[config.mk]
export PLATFORM = sky130hd
export DESIGN_NAME = cmp_checker_p_flat
export DESIGN_NICKNAME = d
export VERILOG_FILES = /design/src/rtl/cmp_checker_p_if.sv /design/src/rtl/cmp_checker_p.sv /design/src/flat_wrapper.sv
export SDC_FILE = /design/constraint.sdc
export NUM_CORES = 1
export LEC_CHECK = 0
export CORE_ASPECT_RATIO = 0.75
export CORE_MARGIN = 2
export CORE_UTILIZATION = 40
export CTS_CLUSTER_DIAMETER = 200
export DETAILED_ROUTE_END_ITERATION = 6
export GPL_TIMING_DRIVEN = 0
export PLACE_DENSITY = 0.74
export SLEW_MARGIN = 20
export SYNTH_ARGS = -nofsm -noshare
export SYNTH_HDL_FRONTEND = slang
export SYNTH_SLANG_ARGS = --single-unit
[constraint.sdc]
create_clock -name clk -period 5 [get_ports clk]
set_input_delay 0.75 -clock clk [delete_from_list [all_inputs] [get_ports clk]]
set_output_delay 0.75 -clock clk [all_outputs]
set_load 0.02 [all_outputs]
[src/rtl/cmp_checker_p_if.sv]
// cmp_checker_p_if: operand and DUT-flag bundle observed by the comparator checker
// Signals: in_valid/in_a/in_b are the operands offered to the comparator DUT,
//          dut_eq/dut_neq/dut_grt/dut_lss are the flags the DUT returns.
// Modports: master drives the bundle (bench/wrapper), slave observes it (checker).
interface cmp_checker_p_if #(
    parameter int WIDTH = 32
);
    logic             in_valid;
    logic [WIDTH-1:0] in_a;
    logic [WIDTH-1:0] in_b;
    logic             dut_eq;
    logic             dut_neq;
    logic             dut_grt;
    logic             dut_lss;
    modport master (output in_valid, in_a, in_b, dut_eq, dut_neq, dut_grt, dut_lss);
    modport slave  (input  in_valid, in_a, in_b, dut_eq, dut_neq, dut_grt, dut_lss);
endinterface

[src/rtl/cmp_checker_p.sv]
// cmp_checker_p: pipelined self-checking monitor for an eq/neq/grt/lss comparator
// Ports: clk, resetn (async active-low), enable (accept transactions), clr (sync clear),
//        bus (operands + DUT flags), chk_valid/chk_fail/mism (per-check result),
//        pass_cnt/fail_cnt (saturating), err_sticky, rst_err (flags nonzero right after reset),
//        ff_a/ff_b/ff_mism (first failing check), state (0 IDLE, 1 RUN, 2 FAILED).
module cmp_checker_p #(
    parameter int WIDTH   = 32,
    parameter int LATENCY = 1,
    parameter int SIGNED  = 0,
    parameter int CNT_W   = 16
) (
    input  logic             clk,
    input  logic             resetn,
    input  logic             enable,
    input  logic             clr,
    cmp_checker_p_if.slave   bus,
    output logic             chk_valid,
    output logic             chk_fail,
    output logic [3:0]       mism,
    output logic [CNT_W-1:0] pass_cnt,
    output logic [CNT_W-1:0] fail_cnt,
    output logic             err_sticky,
    output logic             rst_err,
    output logic [WIDTH-1:0] ff_a,
    output logic [WIDTH-1:0] ff_b,
    output logic [3:0]       ff_mism,
    output logic [1:0]       state
);
    typedef enum logic [1:0] {IDLE = 2'd0, RUN = 2'd1, FAILED = 2'd2} state_t;
    // Stages 0..LATENCY-1 model the DUT latency; stage LATENCY holds the entry
    // together with the flags sampled at the same edge, so the compare is registered.
    localparam int S = LATENCY;
    logic [S:0]       vld_q, vld_d;
    logic [WIDTH-1:0] a_q [S+1];
    logic [WIDTH-1:0] a_d [S+1];
    logic [WIDTH-1:0] b_q [S+1];
    logic [WIDTH-1:0] b_d [S+1];
    logic [3:0]       flg_q, flg_d;
    logic             post_q;
    logic             chk_valid_q, chk_valid_d, chk_fail_q, chk_fail_d;
    logic [3:0]       mism_q, mism_d, ff_mism_q, ff_mism_d;
    logic [CNT_W-1:0] pass_q, pass_d, fail_q, fail_d;
    logic             err_q, err_d, rst_err_q, rst_err_d;
    logic [WIDTH-1:0] ff_a_q, ff_a_d, ff_b_q, ff_b_d;
    state_t           state_q, state_d;
    logic             a_eq, a_gt, a_lt, chk, fail, cap, post_err;
    logic [3:0]       mism_n;
    always_comb begin
        a_eq      = a_q[S] == b_q[S];
        a_gt      = (SIGNED != 0) ? ($signed(a_q[S]) > $signed(b_q[S])) : (a_q[S] > b_q[S]);
        a_lt      = !a_eq && !a_gt;
        mism_n    = {a_lt, a_gt, !a_eq, a_eq} ^ flg_q;
        chk       = vld_q[S] && !clr;
        fail      = chk && (mism_n != 4'd0);
        cap       = fail && (state_q != FAILED);
        post_err  = !post_q && (bus.dut_eq || bus.dut_neq || bus.dut_grt || bus.dut_lss);
        vld_d[0]  = !clr && bus.in_valid && enable;
        a_d[0]    = bus.in_a;
        b_d[0]    = bus.in_b;
        for (int i = 1; i <= S; i++) begin
            vld_d[i] = !clr && vld_q[i-1];
            a_d[i]   = a_q[i-1];
            b_d[i]   = b_q[i-1];
        end
        flg_d       = {bus.dut_lss, bus.dut_grt, bus.dut_neq, bus.dut_eq};
        chk_valid_d = chk;
        chk_fail_d  = fail;
        mism_d      = clr ? 4'd0 : chk ? mism_n : mism_q;
        pass_d      = clr ? '0 : (chk && !fail && pass_q != '1) ? pass_q + CNT_W'(1) : pass_q;
        fail_d      = clr ? '0 : (fail && fail_q != '1) ? fail_q + CNT_W'(1) : fail_q;
        err_d       = !clr && (err_q || fail || post_err);
        rst_err_d   = !clr && (rst_err_q || post_err);
        ff_a_d      = clr ? '0 : cap ? a_q[S] : ff_a_q;
        ff_b_d      = clr ? '0 : cap ? b_q[S] : ff_b_q;
        ff_mism_d   = clr ? 4'd0 : cap ? mism_n : ff_mism_q;
        state_d     = clr ? (enable ? RUN : IDLE) :
                      fail ? FAILED :
                      (state_q == IDLE && enable) ? RUN :
                      (state_q == RUN && !enable) ? IDLE : state_q;
    end
    always_ff @(posedge clk or negedge resetn) begin
        if (!resetn) begin
            vld_q       <= '0;
            a_q         <= '{default: '0};
            b_q         <= '{default: '0};
            flg_q       <= '0;
            post_q      <= 1'b0;
            chk_valid_q <= 1'b0;
            chk_fail_q  <= 1'b0;
            mism_q      <= '0;
            pass_q      <= '0;
            fail_q      <= '0;
            err_q       <= 1'b0;
            rst_err_q   <= 1'b0;
            ff_a_q      <= '0;
            ff_b_q      <= '0;
            ff_mism_q   <= '0;
            state_q     <= IDLE;
        end else begin
            vld_q       <= vld_d;
            a_q         <= a_d;
            b_q         <= b_d;
            flg_q       <= flg_d;
            post_q      <= 1'b1;
            chk_valid_q <= chk_valid_d;
            chk_fail_q  <= chk_fail_d;
            mism_q      <= mism_d;
            pass_q      <= pass_d;
            fail_q      <= fail_d;
            err_q       <= err_d;
            rst_err_q   <= rst_err_d;
            ff_a_q      <= ff_a_d;
            ff_b_q      <= ff_b_d;
            ff_mism_q   <= ff_mism_d;
            state_q     <= state_d;
        end
    end
    assign chk_valid  = chk_valid_q;
    assign chk_fail   = chk_fail_q;
    assign mism       = mism_q;
    assign pass_cnt   = pass_q;
    assign fail_cnt   = fail_q;
    assign err_sticky = err_q;
    assign rst_err    = rst_err_q;
    assign ff_a       = ff_a_q;
    assign ff_b       = ff_b_q;
    assign ff_mism    = ff_mism_q;
    assign state      = state_q;
endmodule

[src/flat_wrapper.sv]
// flat-port wrapper written by rule: the top's interface ports become plain ports
module cmp_checker_p_flat 
#(
    parameter int WIDTH   = 32,
    parameter int LATENCY = 1,
    parameter int SIGNED  = 0,
    parameter int CNT_W   = 16
)
  (clk, resetn, enable, clr, chk_valid, chk_fail, mism, pass_cnt, fail_cnt, err_sticky, rst_err, ff_a, ff_b, ff_mism, state, bus_in_valid, bus_in_a, bus_in_b, bus_dut_eq, bus_dut_neq, bus_dut_grt, bus_dut_lss);
  cmp_checker_p_if #(.WIDTH(WIDTH)) bus_i ();
  input  logic clk;
  input  logic resetn;
  input  logic enable;
  input  logic clr;
  output logic chk_valid;
  output logic chk_fail;
  output logic [3:0] mism;
  output logic [CNT_W-1:0] pass_cnt;
  output logic [CNT_W-1:0] fail_cnt;
  output logic err_sticky;
  output logic rst_err;
  output logic [WIDTH-1:0] ff_a;
  output logic [WIDTH-1:0] ff_b;
  output logic [3:0] ff_mism;
  output logic [1:0] state;
  input wire logic [$bits(bus_i.in_valid)-1:0] bus_in_valid;
  input wire logic [$bits(bus_i.in_a)-1:0] bus_in_a;
  input wire logic [$bits(bus_i.in_b)-1:0] bus_in_b;
  input wire logic [$bits(bus_i.dut_eq)-1:0] bus_dut_eq;
  input wire logic [$bits(bus_i.dut_neq)-1:0] bus_dut_neq;
  input wire logic [$bits(bus_i.dut_grt)-1:0] bus_dut_grt;
  input wire logic [$bits(bus_i.dut_lss)-1:0] bus_dut_lss;
  assign bus_i.in_valid = bus_in_valid;
  assign bus_i.in_a = bus_in_a;
  assign bus_i.in_b = bus_in_b;
  assign bus_i.dut_eq = bus_dut_eq;
  assign bus_i.dut_neq = bus_dut_neq;
  assign bus_i.dut_grt = bus_dut_grt;
  assign bus_i.dut_lss = bus_dut_lss;
  cmp_checker_p #(.WIDTH(WIDTH), .LATENCY(LATENCY), .SIGNED(SIGNED), .CNT_W(CNT_W)) u_core (.clk(clk), .resetn(resetn), .enable(enable), .clr(clr), .bus(bus_i), .chk_valid(chk_valid), .chk_fail(chk_fail), .mism(mism), .pass_cnt(pass_cnt), .fail_cnt(fail_cnt), .err_sticky(err_sticky), .rst_err(rst_err), .ff_a(ff_a), .ff_b(ff_b), .ff_mism(ff_mism), .state(state));
endmodule
# == Word-level counts from Yosys, hierarchy flattened ==
# Index checks and enable logic that the tools add are counted.
# word_totals
register_bits,245
in_bits,73
output_inout_bits,110
# op_classes
add_sub_neg,2
magnitude_cmp,1
eq_ne,5
mux,17
bitwise,1
reduce_logical,34
# ops
op,count
$mux W32,4
$mux W16,4
$add A16 B1 Y16 const B,2
$eq A32 B32 Y1,1
$gt A32 B32 Y1,1
$ne A16 B16 Y1 const B,2
$mux W4,4
$logic_and A1 B1 Y1,15
$mux W2,4
$reduce_bool A2 Y1,4
$reduce_bool A4 Y1,2
$logic_not A1 Y1,6
$logic_or A1 B1 Y1,6
$xor A4 B4 Y4,1
$eq A2 B1 Y1 const B,1
$logic_not A2 Y1,1
$ne A2 B2 Y1 const B,1
$mux W1,1

# == Depth between registers and ports, before layout ==
# logic_depth
ltp_word,11
mapped_depth,12

# == Least setup slack after synthesis ==
# No wires, ideal clock.
# synth_timing
kind,register to register
from,reg u_core.b_q[7] (netlist name)
to,"reg u_core.pass_q[13], in the netlist u_core.pass_cnt[13]"
setup_time_ns,0.125
t_arrival_ns,2.441
required_time_ns,4.875
setup_slack_ns,2.434
path_stages_with_launch,12
n_path_buf,1
cell_sequence,dfrtp_1 > inv_1 > ha_1 > a21oi_1 > o21ai_1 > a221o_1 > o31ai_2 > nand2_1 > o211a_1 > buf_2 > nand4_1 > mux2_2
# synth_via
elab_chain_len,10
word_cells_on_any_way,12
cone_classes,1 x order compare; 1 x eq/ne; 1 x bitwise; 9 x reduce/logical
# synth_rtl
item,line,text
start: declaration,cmp_checker_p.sv:36,logic [WIDTH-1:0] b_q [S+1];
start signal: assignment,cmp_checker_p.sv:85,b_q <= '{default: '0};
start signal: assignment,cmp_checker_p.sv:102,b_q <= b_d;
$gt A32 B32 Y1 / $eq A32 B32 Y1 (equally long branches),"cmp_checker_p.sv:50, cmp_checker_p.sv:49",
"$logic_not A1 Y1, on equally long branches","cmp_checker_p.sv:51, cmp_checker_p.sv:52",
$logic_and A1 B1 Y1,cmp_checker_p.sv:51,a_lt = !a_eq && !a_gt;
$xor A4 B4 Y4 *,cmp_checker_p.sv:52,"mism_n = {a_lt, a_gt, !a_eq, a_eq} ^ flg_q;"
$reduce_bool A4 Y1 *,cmp_checker_p.sv:54,fail = chk && (mism_n != 4'd0);
$logic_and A1 B1 Y1 *,cmp_checker_p.sv:54,
$logic_not A1 Y1 *,cmp_checker_p.sv:69,pass_d = clr ? '0 : (chk && !fail && pass_q != '1) ? pass_q + CNT_W'(1) : pass_q;
$logic_and A1 B1 Y1 * (2 in series),cmp_checker_p.sv:69,
$reduce_bool A2 Y1 (no source line) *,n/a,
end signal: assignment,cmp_checker_p.sv:108,pass_q <= pass_d;
end: declaration,cmp_checker_p.sv:42,"logic [CNT_W-1:0] pass_q, pass_d, fail_q, fail_d;"
# Mark *: on every way between the ends. The rest lies on a longest branch, timed or not.
# A chain may end at the register's enable or synchronous reset.

# == Worst setup path after layout ==
# layout_timing
from,reg u_core.a_q[27] (netlist name)
to,"reg u_core.ff_a_q[4], in the netlist u_core.ff_a[4]"
# layout_via
elab_chain_len,8
word_cells_on_any_way,10
cone_classes,1 x order compare; 1 x eq/ne; 1 x bitwise; 7 x reduce/logical
# layout_rtl
item,line,text
start: declaration,cmp_checker_p.sv:34,logic [WIDTH-1:0] a_q [S+1];
start signal: assignment,cmp_checker_p.sv:84,a_q <= '{default: '0};
start signal: assignment,cmp_checker_p.sv:101,a_q <= a_d;
$gt A32 B32 Y1 / $eq A32 B32 Y1 (equally long branches),"cmp_checker_p.sv:50, cmp_checker_p.sv:49",
"$logic_not A1 Y1, on equally long branches","cmp_checker_p.sv:51, cmp_checker_p.sv:52",
$logic_and A1 B1 Y1,cmp_checker_p.sv:51,
$xor A4 B4 Y4 *,cmp_checker_p.sv:52,
$reduce_bool A4 Y1 *,cmp_checker_p.sv:54,
$logic_and A1 B1 Y1 *,cmp_checker_p.sv:54,
$logic_and A1 B1 Y1 *,cmp_checker_p.sv:55,cap = fail && (state_q != FAILED);
$reduce_bool A2 Y1 (no source line) *,n/a,
end signal: assignment,cmp_checker_p.sv:95,ff_a_q <= '0;
end signal: assignment,cmp_checker_p.sv:112,ff_a_q <= ff_a_d;
end: declaration,cmp_checker_p.sv:44,"logic [WIDTH-1:0] ff_a_q, ff_a_d, ff_b_q, ff_b_d;"
# Marks and branches as above.

==> metrics.md <==
| Metric | Value |
|---|---|
| Outcome | finished clean |
| Critical path capture point type | register |
| Clock root buffer | clkbuf_16 |
| Layout cells sized above 1 | around 8.3% |
| Clk pwr share | a little under half |
| Skew final | 0.0171 ns |
| IO Pins | 183 |
| CTS tree | built |
| Vias in the first global route | roughly 6600 |
| Mapped Area | roughly 0.0094 mm² |
| Static Leakage | 5.61 nW |
| Starting Density | between 40% and 50% |
| Net Sw Power | 0.971 mW |
| Endpoints failing setup | 0 |
| Area leader, netlist | dfrtp_1 |
| Dpl hpwl | 16.6 mm |
| DR vias | around 6500 |
| DP Worst Slack | 1.57 ns |
| Prevailing post-synth register cell | dfrtp_1 |
| Clock latency at the later pin of the worst-skew pair | roughly 0.52 ns |
| Top cells by area, synth | dfrtp_1 (65%), nand2b_1 (5.0%), ha_1 (4.5%) |
| Worst hold path class | in -> async |
| Synth-to-layout area growth | 33.1% |
| Sw Share | 22.3% |
| Drt wl/cell | 17.5 µm |
| Clock transition at path regs | roughly 0.060 ns |
| CTS Buffer Depth | 3 |
| Hold slack | roughly 0.25 ns |
| Seq/Total Area, Yosys | ~65% |
| Initial antenna violation count | 2 |
| Final WL | approximately 23 mm |
| Synth Register Bits | about 250 |
| Slew Viols, Final | 0 |
| Slew @ Worst Pin | 0.729 ns |
| Final ANT Viol Nets | 0 |
| Final period util | 67.9% |
| Setup Buffers After CTS | 0 |
| Fillers | ~2000 |
| Clock Sink Count | roughly 250 |
| Rows | 48 |
| Drt initial violations | 329 |
| Critical Path AT | about 3.8 ns |
| Die ar. | ~0.025 mm² |
| Fmax | 0.295 GHz |
| Synth Instances | 789 |
| Fin crit period | roughly 3.4 ns |
| Hold Vio Cnt, Final | 0 |
| Sequential Power Share | 48.1% |
| Syn avg cell area | between 10 and 15 µm² |
| RSZ-0062 raised after global routing | false |
| Most common cell after layout, fill and taps aside | dfrtp_1 |
| Nets | 1106 |
| Ys async rst share | between 90% and 100% |
| Max cap viols | 0 |
| Die W | 181 µm |
| Gr ovfl total | 0 |
| IO buf count | approximately 180 |
| Headroom to the max-slew limit | between 50% and 60% |
| Core Area | 0.0231 mm² |
| Pin count of the biggest net entering global routing | 105 |
| Final setup margin | roughly 1.6 ns |
| YS warnings | 0 |
| Worst-path maximum fanout | 10 |
| Synth top area share | between 60% and 70% |
| Pwr per Cell Area | 346 mW/mm² |
| CP Class | reg -> reg |
| GRT Total Usage | between 10% and 20% |
| Vias per cell | approximately 5.0 |
| CP required | roughly 5.4 ns |
| Die H | around 140 µm |
| H-tree depth | 1 |
| Int Power | 3.37 mW |
| Cts bufs inserted | 25 |
| Drc violations | 0 |
| # resized after CTS | 0 |
| Hold Buf Count CTS | 0 |
| Routability cong. | roughly 0.85 |
| Library cells used by synthesis | 60 |
| Worst VDD drop | ~0.28 mV |
| Number of enable flip-flop cells after synthesis | 0 |
| Commonest non-fill, non-tap cells in the layout | dfrtp_1 (245), clkdlybuf4s50_1 (180), nand2_1 (85), nand2b_1 (76), o21ai_0 (62) |
| Gate power share | 6.7% |
| Crit start category | register |
| First-pass GRT wire length | 36.2 mm |
| Net count after synthesis | about 900 |
| DRT Pass-1 Iters | 4 |
==> path summary, 6_finish.rpt <==
path / from / slack [ns] / end / cells past startpoint
max: u_core.a_q[27] / 1.61 / u_core.ff_a[4] / 9
min: resetn / 0.25 / u_core.a_d[27] / 1
max reg2reg: u_core.a_q[27] / 1.61 / u_core.ff_a[4] / 9
min reg2reg: u_core.b_d[29] / 0.34 / u_core.b_q[29] / 0
max in group asynchronous: resetn / 3.79 / u_core.ff_a[11] / 2
min in group clk: u_core.b_d[29] / 0.34 / u_core.b_q[29] / 0
==> logic make-up (layout without fill, tap and decap cells) <==
logic type | count (synthesis) | count (layout) | share of synthesized area (%)
compound gates | 126 | 126 | 8.45
xor+xnor | 5 | 5 | 0.464
fa+ha+maj | 34 | 34 | 4.50
buf+inv | 79 | 308 | 3.54
flops | 245 | 245 | 64.9
mux | 21 | 21 | 2.34
other cells | 1 | 2 | 0.0397
simple gates | 278 | 278 | 15.8
==> cell usage after synthesis, drive strengths merged (14+ instances only) <==
master	n
nor2	36
clkbuf	23
inv	43
a21oi	20
nand2	85
nand2b	76
o21ai	72
ha	34
dfrtp	245
nand4	20
and3	14
==> routing by layer <==
layer / wire (µm) / vias up / track usage [%]
li1: - / 3067 / -
met5: 13 / - / 0
met1: 11100 / 3257 / 27.2
met3: 1530 / 24 / 5.03
met4: 314 / 2 / 3.70
met2: 10100 / 194 / 28.6
==> power groups by stage <==
stage          Combinational [mW]  Sequential [mW]  Clock [mW]
2_1_floorplan               0.101             2.13           0
3_3_place_gp                0.284             2.13           0
3_5_place_dp                0.295             2.12           0
4_1_cts                     0.297             2.09        2.00
5_1_grt                     0.323             2.09        2.09
6_report                    0.292             2.09        1.96
==> critical path: stages, from the launching register on <==
cell	delay [ns]
dfrtp_1	0.39
ha_1	0.33
nand4_1	0.25
nor4_4	0.46
nand3_2	0.25
nand4_2	0.20
a21oi_2	0.10
a211oi_4	0.56
clkbuf_1	0.48
o21ai_0	0.20
==> cell type report <==
class | count | area (µm²) | area share [%]
Sequential cell | 245 | 6130 | 48.8
Multi-Input combinational cell | 465 | 2980 | 23.7
Timing Repair Buffer | 183 | 1870 | 14.9
Clock buffer | 31 | 688 | 5.47
Tap cell | 300 | 375 | 2.99
Clock inverter | 15 | 186 | 1.48
Buffer | 36 | 173 | 1.37
Inverter | 43 | 161 | 1.28
Antenna cell | 1 | 2.50 | 0.0199
==> stage by stage <==
| step | power, mW | TNS, ns | area [µm²] | utilization, % | cells |
|---|---|---|---|---|---|
| floorplan | 2.23 | 0 | 9450 | - | 789 |
| finish | 4.34 | 0 | 12600 | 54.4 | 1319 |
| global route | 4.51 | 0 | 12600 | 54.4 | 1318 |
| global placement | 2.41 | -1716.87 | 11600 | 50.3 | 1270 |
| detailed placement | 2.42 | 0 | 11700 | 50.6 | 1272 |
| CTS | 4.38 | 0 | 12600 | 54.4 | 1318 |
==> sequential cells by signal (all words and copies together) (netlist names), 16 cells and up <==
register and count:
u_core.ff_a 32, u_core.fail_cnt 16, u_core.ff_b 32, u_core.b_d 32, u_core.a_d 32, u_core.a_q 32, u_core.b_q 32, u_core.pass_cnt 16
Note: power is estimated with default switching activity, not from simulation.
